--- config.mk ---
export PLATFORM = sky130hd
export DESIGN_NAME = onembus_host
export DESIGN_NICKNAME = d
export VERILOG_FILES = /design/src/rtl/onembus_pkg.sv /design/src/rtl/onembus_ediv.sv /design/src/rtl/onembus_host.sv
export SDC_FILE = /design/constraint.sdc
export NUM_CORES = 1
export LEC_CHECK = 0
export CORE_MARGIN = 2
export CORE_UTILIZATION = 47
export CTS_BUF_LIST = sky130_fd_sc_hd__clkbuf_16
export DETAILED_ROUTE_END_ITERATION = 8
export GPL_ROUTABILITY_DRIVEN = 0
export PLACE_DENSITY = 0.87
export SLEW_MARGIN = 10
export SYNTH_ARGS = -nofsm -noshare
export SYNTH_HDL_FRONTEND = slang
export SYNTH_SLANG_ARGS = --single-unit
--- constraint.sdc ---
create_clock -name clk50 -period 1.93 [get_ports clk50]
set_input_delay 0.193 -clock clk50 [delete_from_list [all_inputs] [get_ports clk50]]
set_output_delay 0.193 -clock clk50 [all_outputs]
set_load 0.1 [all_outputs]
--- src/rtl/onembus_pkg.sv ---
// onembus_pkg: shared FSM state, page encodings and default E-clock timing.
package onembus_pkg;
  typedef enum logic [1:0] {IDLE = 2'd0, ARMED = 2'd1, ACTIVE = 2'd2} state_t;
  localparam logic PAGE_FC = 1'b0;
  localparam logic PAGE_FD = 1'b1;
  localparam int CLK_DIV_DEF = 50;
  localparam int E_HIGH_DEF = 25;
  localparam int WDATA_START_DEF = 20;
endpackage

--- src/rtl/onembus_ediv.sv ---
// onembus_ediv: free-running 1MHz E-clock divider with period-phase strobes.
module onembus_ediv #(
  parameter int CLK_DIV = 50,
  parameter int E_HIGH = 25,
  parameter int WDATA_START = 20
) (
  input  logic clk50,
  input  logic rst_n,
  output logic clke,
  output logic cnt0,
  output logic cnt1,
  output logic cnt_wd,
  output logic last
);
  localparam int CW = $clog2(CLK_DIV);
  logic [CW-1:0] cnt;
  always_ff @(posedge clk50)
    if (!rst_n) cnt <= '0;
    else cnt <= last ? '0 : cnt + CW'(1);
  assign clke = cnt >= CW'(CLK_DIV - E_HIGH);
  assign cnt0 = cnt == '0;
  assign cnt1 = cnt == CW'(1);
  assign cnt_wd = cnt == CW'(WDATA_START);
  assign last = cnt == CW'(CLK_DIV - 1);
endmodule

--- src/rtl/onembus_host.sv ---
// onembus_host: 1MHz bus host, one E period per access, &FC/&FD page strobes.
// Optional ONEMBUS_STATS_EN adds saturating rd_count/wr_count outputs.
module onembus_host import onembus_pkg::*; #(
  parameter int CLK_DIV = CLK_DIV_DEF,
  parameter int E_HIGH = E_HIGH_DEF,
  parameter int WDATA_START = WDATA_START_DEF
) (
  input  logic       clk50,
  input  logic       rst_n,
  input  logic       cmd_valid,
  output logic       cmd_ready,
  input  logic       cmd_rnw,
  input  logic       cmd_page,
  input  logic [7:0] cmd_addr,
  input  logic [7:0] cmd_wdata,
  output logic       rsp_valid,
  output logic [7:0] rsp_rdata,
  output logic       clke,
  output logic       rnw,
  output logic       pgfc_n,
  output logic       pgfd_n,
  output logic [7:0] bus_addr,
  output logic [7:0] bus_data_out,
  output logic       bus_data_oe,
  input  logic [7:0] bus_data_in
`ifdef ONEMBUS_STATS_EN
  ,
  output logic [15:0] rd_count,
  output logic [15:0] wr_count
`endif
);
  state_t state;
  logic run, c_rnw, c_page, oe_q;
  logic [7:0] c_addr, c_wdata;
  logic cnt0, cnt1, cnt_wd, last;
  logic accept, go, done, n_rnw, n_page;
  logic [7:0] n_addr, n_wdata;

  onembus_ediv #(.CLK_DIV(CLK_DIV), .E_HIGH(E_HIGH), .WDATA_START(WDATA_START)) u_ediv (
    .clk50(clk50), .rst_n(rst_n), .clke(clke),
    .cnt0(cnt0), .cnt1(cnt1), .cnt_wd(cnt_wd), .last(last)
  );

  assign accept = cmd_valid && cmd_ready;
  // a command accepted in the cnt==0 cycle starts straight away, skipping ARMED
  assign go = cnt0 && (accept || state == ARMED);
  assign done = state == ACTIVE && last;
  assign n_rnw = accept ? cmd_rnw : c_rnw;
  assign n_page = accept ? cmd_page : c_page;
  assign n_addr = accept ? cmd_addr : c_addr;
  assign n_wdata = accept ? cmd_wdata : c_wdata;
  assign cmd_ready = run && state == IDLE;
  // oe_q covers WDATA_START+1 through the cnt==0 hold; masked once the next period begins
  assign bus_data_oe = !(pgfc_n && pgfd_n) && !rnw && (cnt_wd || (oe_q && !cnt1));

  always_ff @(posedge clk50)
    if (!rst_n) begin
      run <= 1'b0;
      state <= IDLE;
      {c_rnw, c_page, c_addr, c_wdata} <= '0;
      rsp_valid <= 1'b0;
      rsp_rdata <= '0;
      rnw <= 1'b1;
      pgfc_n <= 1'b1;
      pgfd_n <= 1'b1;
      bus_addr <= '0;
      bus_data_out <= '0;
      oe_q <= 1'b0;
    end else begin
      run <= 1'b1;
      if (accept) {c_rnw, c_page, c_addr, c_wdata} <= {cmd_rnw, cmd_page, cmd_addr, cmd_wdata};
      state <= accept ? (cnt0 ? ACTIVE : ARMED) : go ? ACTIVE : done ? IDLE : state;
      rsp_valid <= done;
      if (done && c_rnw) rsp_rdata <= bus_data_in;
      if (go) begin
        rnw <= n_rnw;
        bus_addr <= n_addr;
        bus_data_out <= n_wdata;
        pgfc_n <= n_page != PAGE_FC;
        pgfd_n <= n_page != PAGE_FD;
      end else if (cnt0) begin
        rnw <= 1'b1;
        bus_addr <= '0;
        pgfc_n <= 1'b1;
        pgfd_n <= 1'b1;
      end
      oe_q <= cnt_wd ? 1'b1 : cnt1 ? 1'b0 : oe_q;
    end

`ifdef ONEMBUS_STATS_EN
  always_ff @(posedge clk50)
    if (!rst_n) begin
      rd_count <= '0;
      wr_count <= '0;
    end else if (done) begin
      if (c_rnw && rd_count != 16'hFFFF) rd_count <= rd_count + 16'd1;
      if (!c_rnw && wr_count != 16'hFFFF) wr_count <= wr_count + 16'd1;
    end
`endif
endmodule

---- After elaboration in Yosys (flattened, before gate mapping) ----
Cells that the tools add are included.
word-level totals
  bits of input ports ..................... 29
  register bits ........................... 56
  word-level logic and storage cells ...... 61
  output and inout bits ................... 31
operators by class
  multiplexer cells ....................... 17
  magnitude comparators ................... 1
  bitwise logic cells ..................... 2
  reductions and logical operators ........ 20
  eq/ne operators ......................... 5
  add/subtract/negate cells ............... 1
operators with widths
  cell                                                                number
  2-to-1 mux 8 bit                                                    4
  logical AND 1 bit                                                   9
  2-to-1 mux 1 bit                                                    9
  2-to-1 mux 2 bit                                                    4
  adder 6 x 1 -> 6 bit (second input constant)                        1
  equality test 6 x 1 -> 1 bit (second input constant)                1
  equality test 6 x 5 -> 1 bit (second input constant)                1
  equality test 6 bit (second input constant)                         1
  greater-or-equal comparator 6 x 5 -> 1 bit (second input constant)  1
  zero test 6 bit                                                     1
  nonzero test 2 bit                                                  2
  zero test 1 bit                                                     3
  nonzero test 3 bit                                                  1
  equality test 2 x 1 -> 1 bit (second input constant)                1
  equality test 2 bit (second input constant)                         1
  zero test 2 bit                                                     1
  logical OR 1 bit                                                    2
  inverter 1 bit                                                      2
  OR reduction 2 bit                                                  1

---- Depth between registers and ports, before layout ----
Gate-level depths: netlist (run 1).
  depth after elaboration ................. 7
  gate-level depth with buffers ........... 6
  gate-level depth less buffers ........... 5

---- Modules after synthesis ----
Synthesis (run 1) repeated with hierarchy kept, for this count alone.
second synthesis, totals
  cell total of the unflattened synthesis .. 219
  area total of the unflattened synthesis .. 2083.2 µm²
by module, submodules not included
  module        area an instance (µm²)  cells an instance  instances  sequential area each (µm²)
  onembus_host  1739.2                  179                1          1001.0
  onembus_ediv  344.1                   40                 1          120.1

---- Worst setup path before layout (run 1) ----
No wires, ideal clock.
  kind .................................... register -> output
  from .................................... reg u_ediv.cnt[0]
  to ...................................... out bus_data_oe
  stages on the path, launching flop included .. 6
  setup slack ............................. -1.584 ns
  required time ........................... 1.737 ns
  arrival time ............................ 3.321 ns
  buffers on the path ..................... 0
  path through ............................ dfxtp_1 -> inv_1 -> ha_1 -> nor2b_1 -> nand4b_1 -> a221oi_1
on the way
  cells in the longest elaborated chain, start to end .. 5
  elaborated cells on any way between the ends .. 6
  classes of those cells .................. 2 x eq/ne; 4 x reduce/logical
RTL lines
  element                       line                source
  start, declared               onembus_ediv.sv:16  logic [CW-1:0] cnt;
  start signal, assigned        onembus_ediv.sv:19  else cnt <= last ? '0 : cnt + CW'(1);
  equality test 6 x 1 -> 1 bit  onembus_ediv.sv:22  assign cnt1 = cnt == CW'(1);
  zero test 1 bit               onembus_host.sv:54  assign bus_data_oe = !(pgfc_n && pgfd_n) && !rnw && (cnt_wd || (oe_q && !cnt1));
  logical AND 1 bit             onembus_host.sv:54
  logical OR 1 bit (*)          onembus_host.sv:54
  logical AND 1 bit (*)         onembus_host.sv:54
  end, declared                 onembus_host.sv:24  output logic bus_data_oe,
Mark *: on every way between the ends. The rest lies on a longest branch, timed or not.

---- Final worst setup path (run 1) ----
  from .................................... reg u_ediv.cnt[1]
  to ...................................... out bus_data_oe
The elaborated chain is that of the path after synthesis.

==> impl_metrics.json, run 1 <==
{
  "status": "finished with violations",
  "violations": "negative setup slack",
  "path_class": "register to primary output",
  "firstDrtPassIters": 4,
  "grt_pass1_wl_um": 8710,
  "skew_ns": 0.00423,
  "start_util_pct": 49.5,
  "total_power_w": 0.00282,
  "clkSlewWorstSetupHoldPaths_ns": 0.06,
  "power_frac_clock_pct": 34.3,
  "r2r_end": "bus_addr[1]",
  "antenna_found_initial": 0,
  "r2r-start": "u_ediv.cnt[1]",
  "p_comb_share_pct": 21.4,
  "hold_viol": 0,
  "worst-path-buf-inv": 2,
  "cts-root-buf": "clkbuf_16",
  "grt_max_degree": 39,
  "dpl_cell_area_sq_mm": 0.00286,
  "cp_max_fo": 3,
  "hpwlAfterDp_um": 3640,
  "maxCapViolations": 0,
  "syn_inst": 220,
  "ioPinCount": 60,
  "cp.required_ns": 1.74,
  "ant_nets": 0,
  "final_cell_mix": "dfxtp_1, buf_4, clkdlybuf4s50_1, nor2_1, mux2i_1",
  "period_share_pct": 100,
  "coreArea_sq_mm": 0.00444,
  "wl_per_cell_um": 15.8,
  "cts_made_buffers": 5,
  "sw_frac_of_total_pct": 28.3,
  "drv_slew": 0,
  "setup_violations": 1,
  "die_w_um": 72.4,
  "fmax_mhz": 516,
  "seq_power_share_pct": 44.3,
  "cp-start-kind": "register",
  "pwr_density_cell_mw_per_mm2": 918,
  "cp-end-kind": "primary output",
  "htreeDepth": 2,
  "multi_input_area_sq_mm": 0.00101,
  "io_buffers": 59,
  "syn_nets": 253,
  "regArea_sq_mm": 0.00113,
  "worstPathArrival_ns": 1.74,
  "final_core_util_pct": 69.2,
  "viasPerCell": 5.67,
  "r2r_cells": 7,
  "design_area_sq_mm": 0.00308,
  "p_sw_w": 0.000799,
  "yosysSeqAreaShare_pct": 51.0,
  "crit_path_top_delay_cell": "a221oi_2",
  "preCtsSetupSlack_ns": 0.0163,
  "route.detailed.drc": 0,
  "slew_headroom_pct": 48.6,
  "clk_path_buf_depth": 2,
  "synthFlopType": "dfxtp_1",
  "hold_path.class": "register to register",
  "hold_end": "u_ediv.cnt[0]",
  "setup_tns_ns": -0.00615,
  "track_usage_pct": 20.9,
  "holdPathStages": 1,
  "synth_seq_cells": 56,
  "syn2layout_area_growth_pct": 39.9,
  "postCtsHoldBufs": 0,
  "n_fill_cell": 349,
  "synth_edf_count": 0,
  "routed_wirelength_um": 5330,
  "syn_area_per_cell_sq_um": 9.99,
  "tightestPinTransition_ns": 0.771,
  "final_common_cell": "dfxtp_1",
  "rrSetupSlack_ns": 0.20,
  "synth_area_sq_mm": 0.00220,
  "min-delay-start": "u_ediv.cnt[0]",
  "rsz0062_at_grt": "yes",
  "ir_drop_v": 0.000555,
  "layout-drive-gt1-share_pct": 24.1,
  "fp-row-count": 24,
  "p_leak_nw": 1.19,
  "vias": 1915,
  "fin_crit_ns": 1.94,
  "clkLatencyLatePin_ns": 0.28,
  "grt_pass1_vias": 1849,
  "antennaDiodeCount": 0,
  "cp_cell_sequence": "inv_2 > ha_4 > nor2b_4 > nand4b_1 > a221oi_2 > clkbuf_16",
  "cts_tree": "done",
  "drtIter0Drc": 117,
  "die_y_um": 72.4,
  "cts.sinks": 56,
  "die_area_sq_mm": 0.00524,
  "num-nets-final": 320,
  "yosysWarnings": 0,
  "yosysUniqueCellTypes": 44,
  "grt.overflow.total": 0,
  "path_delay_family": "buffers and inverters",
  "async_flop_share_pct": 0,
  "finalWorstSetupSlack_ns": -0.00615,
  "max_stage_delay_ns": 0.34,
  "crit_path_start": "u_ediv.cnt[1]",
  "p_int_w": 0.00202
}
==> worst reg2reg max path, delay by kind of cell (launching register included) <==
family                   cells  cell delay (ns)
AO/OA/AOI/OAI                1             0.12
adder cells (fa/ha/maj)      1             0.15
buffers and inverters        3             0.41
flip-flops                   1             0.33
AND/OR/NAND/NOR              2             0.65
==> power by group through the flow <==
stage | clock, W | combinational, W | sequential (W)
after floorplan | 0 | 0.000235 | 0.00144
after global placement | 0 | 0.000570 | 0.00127
after detailed placement | 0 | 0.000581 | 0.00127
after CTS | 0.000988 | 0.000597 | 0.00125
after global routing | 0.00102 | 0.000639 | 0.00126
final | 0.000967 | 0.000604 | 0.00125
==> cell usage after synthesis (4+ instances only) <==
cell / number / area (sq um)
a31oi_1: 8 / 50.1
o2bb2ai_1: 8 / 70.1
inv_1: 7 / 26.3
dfxtp_1: 56 / 1120
a21oi_1: 12 / 60.1
nand3_1: 10 / 50.1
o21ai_0: 11 / 55.1
clkbuf_1: 6 / 22.5
ha_1: 4 / 50.1
mux2i_1: 18 / 180
nor2_1: 27 / 101
buf_2: 7 / 35.0
a311oi_1: 8 / 70.1
==> layer usage <==
layer,global-route usage [%],up-vias,routed length (um)
met5,0,-,0
met4,4.94,0,63
met3,5.42,8,404
met2,35.8,75,2630
met1,26.6,898,2240
li1,-,934,-
==> layout make-up <==
type | count | area share (%)
inverters | 7 | 0.936
flip-flops and latches | 56 | 36.6
repair buffers | 77 | 22.5
clock buffers | 5 | 4.07
clock inverters | 1 | 0.976
multi-input cells | 140 | 32.8
well taps | 52 | 2.12
==> worst max path at each step <==
| stage | to | slack [ns] | cells after the start |
|---|---|---|---|
| CTS | bus_data_oe | 0.005 | 6 |
| finish | bus_data_oe | -0.006 | 6 |
| detailed placement | bus_data_oe | 0.02 | 6 |
| floorplan | bus_data_oe | -0.68 | 5 |
| global placement | bus_data_oe | 0.13 | 6 |
| global route | bus_data_oe | -0.08 | 6 |
==> sequential cells by signal, indices dropped and copies added (netlist names), 2 cells and up <==
| name | flops |
|---|---|
| c_addr | 8 |
| bus_addr | 8 |
| state | 2 |
| u_ediv.cnt | 6 |
| bus_data_out | 8 |
| rsp_rdata | 8 |
| c_wdata | 8 |
==> through the flow <==
step / instances / hold slack [ns]
floorplan: 220 / 0.221
global placement: 329 / 0.448
detailed placement: 329 / 0.447
CTS: 336 / 0.465
global route: 338 / 0.474
finish: 338 / 0.462
==> cell families (layout without fill, tap and decap cells) <==
logic type                 count (synthesis)  count (layout)  share of synthesized area, %
xor gates and xnor gates                   3               3                          1.20
muxes                                     18              18                          8.20
adders and majority gates                  4               4                          2.28
buffers and inverters                     24              90                          4.72
DFF                                       56              56                          51.0
AOI/OAI and AO/OA                         58              58                          18.0
and+or+nand+nor                           57              57                          14.6
==> repair_timing <==
action                                  CTS  global route
pin swaps                                 2             2
gates resized for setup                   9             4
endpoints found under the setup margin    1             1
buffers inserted                          1             2
Power figures use the tool's default switching activity.
==> run 2, diff against run 1 <==
--- a/config.mk
+++ b/config.mk
@@ -5,12 +5,12 @@
 export SDC_FILE = /design/constraint.sdc
 export NUM_CORES = 1
 export LEC_CHECK = 0
-export CORE_MARGIN = 2
-export CORE_UTILIZATION = 47
+export CORE_UTILIZATION = 35
 export CTS_BUF_LIST = sky130_fd_sc_hd__clkbuf_16
+export CTS_CLUSTER_DIAMETER = 120
 export DETAILED_ROUTE_END_ITERATION = 8
 export GPL_ROUTABILITY_DRIVEN = 0
-export PLACE_DENSITY = 0.87
+export PLACE_DENSITY = 0.7
 export SLEW_MARGIN = 10
 export SYNTH_ARGS = -nofsm -noshare
 export SYNTH_HDL_FRONTEND = slang
==> run 2 against run 1 <==
Net effect: the run now ends clean; clock skew rose by 0.0042 ns; maximum frequency up 3.4%; sequential share of layout area fell by 0.64 points.
==> impl_metrics.json, run 2 (same netlist as run 1, synthesis figures left out) <==
{
  "routed_wirelength_um": 5110,
  "p_leak_nw": 1.21,
  "die_area_sq_mm": 0.00660,
  "drv_slew": 0,
  "tightestPinTransition_ns": 0.451,
  "firstDrtPassIters": 4,
  "seq_power_share_pct": 45.6,
  "io_buffers": 59,
  "ir_drop_v": 0.000535,
  "grt_pass1_vias": 1773,
  "grt_pass1_wl_um": 8300,
  "cts_made_buffers": 5,
  "antenna_found_initial": 0,
  "die_y_um": 81.3,
  "route.detailed.drc": 0,
  "slew_headroom_pct": 69.9,
  "p_int_w": 0.00192,
  "setup_violations": 0,
  "clkSlewWorstSetupHoldPaths_ns": 0.07,
  "vias": 1873,
  "antennaDiodeCount": 0,
  "drtIter0Drc": 80,
  "preCtsSetupSlack_ns": 0.190,
  "htreeDepth": 2,
  "die_w_um": 81.3,
  "final_core_util_pct": 52.3,
  "hpwlAfterDp_um": 3610,
  "ant_nets": 0,
  "hold_path.class": "input pin to register",
  "period_share_pct": 97.0,
  "postCtsHoldBufs": 0,
  "wl_per_cell_um": 14.0,
  "hold_viol": 0,
  "cp.required_ns": 1.74,
  "final_cell_mix": "dfxtp_1, buf_4, clkdlybuf4s50_1, nor2_1, mux2i_1",
  "viasPerCell": 5.13,
  "fin_crit_ns": 1.87,
  "status": "finished clean",
  "cp-start-kind": "register",
  "cp_max_fo": 3,
  "finalWorstSetupSlack_ns": 0.0570,
  "pwr_density_cell_mw_per_mm2": 874,
  "clk_path_buf_depth": 2,
  "cts.sinks": 56,
  "grt_max_degree": 24,
  "ioPinCount": 60,
  "skew_ns": 0.00848,
  "layout-drive-gt1-share_pct": 25.2,
  "clkLatencyLatePin_ns": 0.29,
  "start_util_pct": 36.7,
  "track_usage_pct": 16.6,
  "worstPathArrival_ns": 1.68,
  "path_class": "register to primary output",
  "final_common_cell": "dfxtp_1",
  "cts_tree": "done",
  "fmax_mhz": 534,
  "p_comb_share_pct": 22.5,
  "fp-row-count": 28,
  "coreArea_sq_mm": 0.00599,
  "num-nets-final": 322,
  "maxCapViolations": 0,
  "p_sw_w": 0.000818,
  "cts-root-buf": "clkbuf_16",
  "grt.overflow.total": 0,
  "sw_frac_of_total_pct": 29.9,
  "syn2layout_area_growth_pct": 42.4,
  "cp-end-kind": "primary output",
  "power_frac_clock_pct": 31.9
}
run 2: changes by cell type in the layout (fill, tap and decap cells not counted), sizes merged:
cell	change
buf	+2
bufinv	-1
clkinv	+1
inv	+2
run 2: cell type report:
cell class	count	area (sq um)
clock buffer	5	125
clock inverter	3	17.5
fill	533	2860
inverter	7	28.8
multi-input combinational	140	1020
sequential	56	1130
tap	75	93.8
timing repair buffer	79	718
run 2: timing repair:
item                                    in CTS  in global routing
pin swaps                                    3                  2
resized for setup                            6                  9
endpoints found under the setup margin       1                  1
buffers inserted                             1                  2
run 2: metal layers:
metal / GRT usage [%] / vias up / part of all wire, %
met5: 0 / - / 0
met4: 4.82 / 0 / 0.67
met3: 3.93 / 2 / 4.7
met2: 28.3 / 48 / 50
met1: 20.6 / 886 / 44
li1: - / 937 / -
run 2: stage by stage:
step | std cells | total power [W] | instance area [sq um] | hold slack, ns | TNS, ns
3_3_place_gp | 354 | 0.00186 | 2920 | 0.452 | 0
2_1_floorplan | 220 | 0.00167 | 2210 | 0.221 | -0.680
6_report | 365 | 0.00274 | 3130 | 0.461 | 0
5_1_grt | 365 | 0.00287 | 3130 | 0.468 | -0.0126
4_1_cts | 363 | 0.00276 | 3080 | 0.456 | 0
3_5_place_dp | 354 | 0.00187 | 2920 | 0.448 | 0
run 2: final timing paths:
| path | start | endpoint | slack, ns | cells after the start |
|---|---|---|---|---|
| setup / recovery | u_ediv.cnt[2] | bus_data_oe | 0.06 | 4 |
| hold / removal | bus_data_in[2] | rsp_rdata[2] | 0.46 | 3 |
| setup reg to reg | u_ediv.cnt[0] | pgfc_n | 0.34 | 7 |
| hold reg to reg | u_ediv.cnt[0] | u_ediv.cnt[0] | 0.47 | 1 |
run 2: worst max-delay path, stage by stage (launching register included):
cell,delay [ns]
dfxtp_1,0.31
or3_1,0.49
o31ai_4,0.27
a221oi_2,0.11
clkbuf_16,0.21
run 2: power by group through the flow:
| stage | Sequential, W | Clock [W] | Combinational (W) |
|---|---|---|---|
| 2_1_floorplan | 0.00144 | 0 | 0.000235 |
| 3_3_place_gp | 0.00127 | 0 | 0.000592 |
| 3_5_place_dp | 0.00127 | 0 | 0.000596 |
| 4_1_cts | 0.00125 | 0.000907 | 0.000605 |
| 5_1_grt | 0.00125 | 0.000960 | 0.000654 |
| 6_report | 0.00125 | 0.000874 | 0.000614 |
==> run 3, diff against run 2 <==
--- a/config.mk
+++ b/config.mk
@@ -5,12 +5,14 @@
 export SDC_FILE = /design/constraint.sdc
 export NUM_CORES = 1
 export LEC_CHECK = 0
+export CORE_MARGIN = 1
 export CORE_UTILIZATION = 35
 export CTS_BUF_LIST = sky130_fd_sc_hd__clkbuf_16
 export CTS_CLUSTER_DIAMETER = 120
 export DETAILED_ROUTE_END_ITERATION = 8
+export DONT_BUFFER_PORTS = 1
 export GPL_ROUTABILITY_DRIVEN = 0
-export PLACE_DENSITY = 0.7
+export PLACE_DENSITY = 0.58
 export SLEW_MARGIN = 10
 export SYNTH_ARGS = -nofsm -noshare
 export SYNTH_HDL_FRONTEND = slang
==> run 3 against run 2 <==
Net effect: worst setup slack got worse by 0.0055 ns; power grew 3.8%; via count fell by 4.2%; maximum frequency shrank 0.29%; non-clock buffer count fell by 27; design area shrank 8.6%; sequential share of layout area grew 3.3 points; register-to-register slack improved by 0.04 ns; largest power group unchanged.
==> impl_metrics.json, run 3 (same netlist as run 1, synthesis figures left out) <==
{
  "coreArea_sq_mm": 0.00599,
  "ant_nets": 0,
  "p_leak_nw": 1.11,
  "r2r_cells": 6,
  "fp-row-count": 28,
  "fin_crit_ns": 1.88,
  "cp.required_ns": 1.74,
  "crit_path_end": "bus_data_oe",
  "fin_cells": 338,
  "hold_path.class": "input pin to register",
  "firstDrtPassIters": 4,
  "status": "finished clean",
  "n_fill_cell": 569,
  "ioPinCount": 60,
  "total_power_w": 0.00284,
  "drv_slew": 0,
  "hold_viol": 0,
  "antennaDiodeCount": 0,
  "cp-start-kind": "register",
  "wl_per_cell_um": 15.1,
  "io_buffers": 0,
  "ir_drop_v": 0.000516,
  "rrSetupSlack_ns": 0.38,
  "cts-root-buf": "clkbuf_16",
  "antenna_found_initial": 0,
  "viasPerCell": 5.31,
  "cp-end-kind": "primary output",
  "grt.overflow.total": 0,
  "path_class": "register to primary output",
  "cp_max_fo": 4,
  "cp_cell_sequence": "buf_4 > ha_2 > inv_2 > o31ai_4 > a221oi_4 > buf_12",
  "clkLatencyLatePin_ns": 0.29,
  "rsz0062_at_grt": "no",
  "cts_tree": "done",
  "grt_pass1_wl_um": 8050,
  "drtIter0Drc": 99,
  "skew_ns": 0.00584,
  "die_w_um": 81.3,
  "regArea_sq_mm": 0.00112,
  "r2r-start": "u_ediv.cnt[0]",
  "maxCapViolations": 0,
  "die_area_sq_mm": 0.00660,
  "slew_headroom_pct": 65.4,
  "clkSlewWorstSetupHoldPaths_ns": 0.07,
  "syn2layout_area_growth_pct": 30.2,
  "grt_max_degree": 19,
  "fmax_mhz": 532,
  "route.detailed.drc": 0,
  "hpwlAfterDp_um": 3650,
  "tightestPinTransition_ns": 0.518,
  "max_stage_delay_ns": 0.34,
  "grt_pass1_vias": 1709,
  "dpl_cell_area_sq_mm": 0.00261,
  "r2r_end": "pgfc_n",
  "start_util_pct": 36.7,
  "worstPathArrival_ns": 1.69,
  "clk_path_buf_depth": 2,
  "cts_made_buffers": 5,
  "pwr_density_cell_mw_per_mm2": 992,
  "multi_input_area_sq_mm": 0.00104,
  "htreeDepth": 2,
  "final_common_cell": "dfxtp_1",
  "num-nets-final": 295,
  "period_share_pct": 97.3,
  "crit_path_start": "u_ediv.cnt[0]",
  "setup_tns_ns": 0,
  "routed_wirelength_um": 5120,
  "final_cell_mix": "dfxtp_1, buf_4, nor2_1, mux2i_1, a21oi_1",
  "cts.sinks": 56,
  "vias": 1794,
  "crit_path_top_delay_cell": "dfxtp_2",
  "setup_violations": 0,
  "die_y_um": 81.3,
  "dp_cells": 325,
  "layout-drive-gt1-share_pct": 28.1,
  "track_usage_pct": 16.1,
  "design_area_sq_mm": 0.00286
}
[run 3: worst max-delay path, delay by kind of cell (launching register included)]
kind	cells	cell delay, ns
adder cells (fa/ha/maj)	1	0.20
buffers and inverters	3	0.44
flip-flops	1	0.34
AO/OA/AOI/OAI	2	0.39
[run 3: worst min path at each step]
stage	from	endpoint	cells past startpoint
after floorplan	rst_n	run	0
after CTS	rst_n	pgfc_n	1
after detailed placement	rst_n	run	0
after global placement	rst_n	run	0
final	rst_n	pgfc_n	1
after global routing	rst_n	pgfc_n	1
[run 3: stage by stage]
step	setup WS, ns	hold slack, ns	util (%)
global placement	0.242	0.222	43.5
CTS	0.00814	0.0185	47.0
global route	0.00386	0.0236	47.8
detailed placement	0.238	0.222	43.5
finish	0.0515	0.0292	47.8
floorplan	-0.680	0.221	-
[run 3: power breakdown]
group          leakage, nW  internal (W)  switching (W)  total (W)
Clock               0.0804      0.000617       0.000417    0.00103
Sequential           0.456       0.00121      0.0000289    0.00124
Combinational        0.574      0.000172       0.000392   0.000564
[run 3: cell type report]
class,count,share of cell area (%)
multi-input cells,140,36.3
repair buffers,52,14.2
inverters,7,1.01
clock buffers,5,4.37
well taps,75,3.28
clock inverters,3,1.62
flip-flops and latches,56,39.3
[run 3: layer usage]
layer	share of wire (%)	wire length, um	GRT usage, %
met3	7.0	359	4.94
met4	1.7	89	5.71
met2	46	2340	26.9
met5	0	0	0
met1	45	2330	19.4
[run 3: what timing repair did]
item | in CTS | in global routing
hold buffers | 1 | 0
pin swaps | 3 | 1
setup buffers | 2 | 2
setup endpoints to repair | 1 | 2
gates resized for setup | 8 | 5
endpoints found under the hold margin | 1 | 0
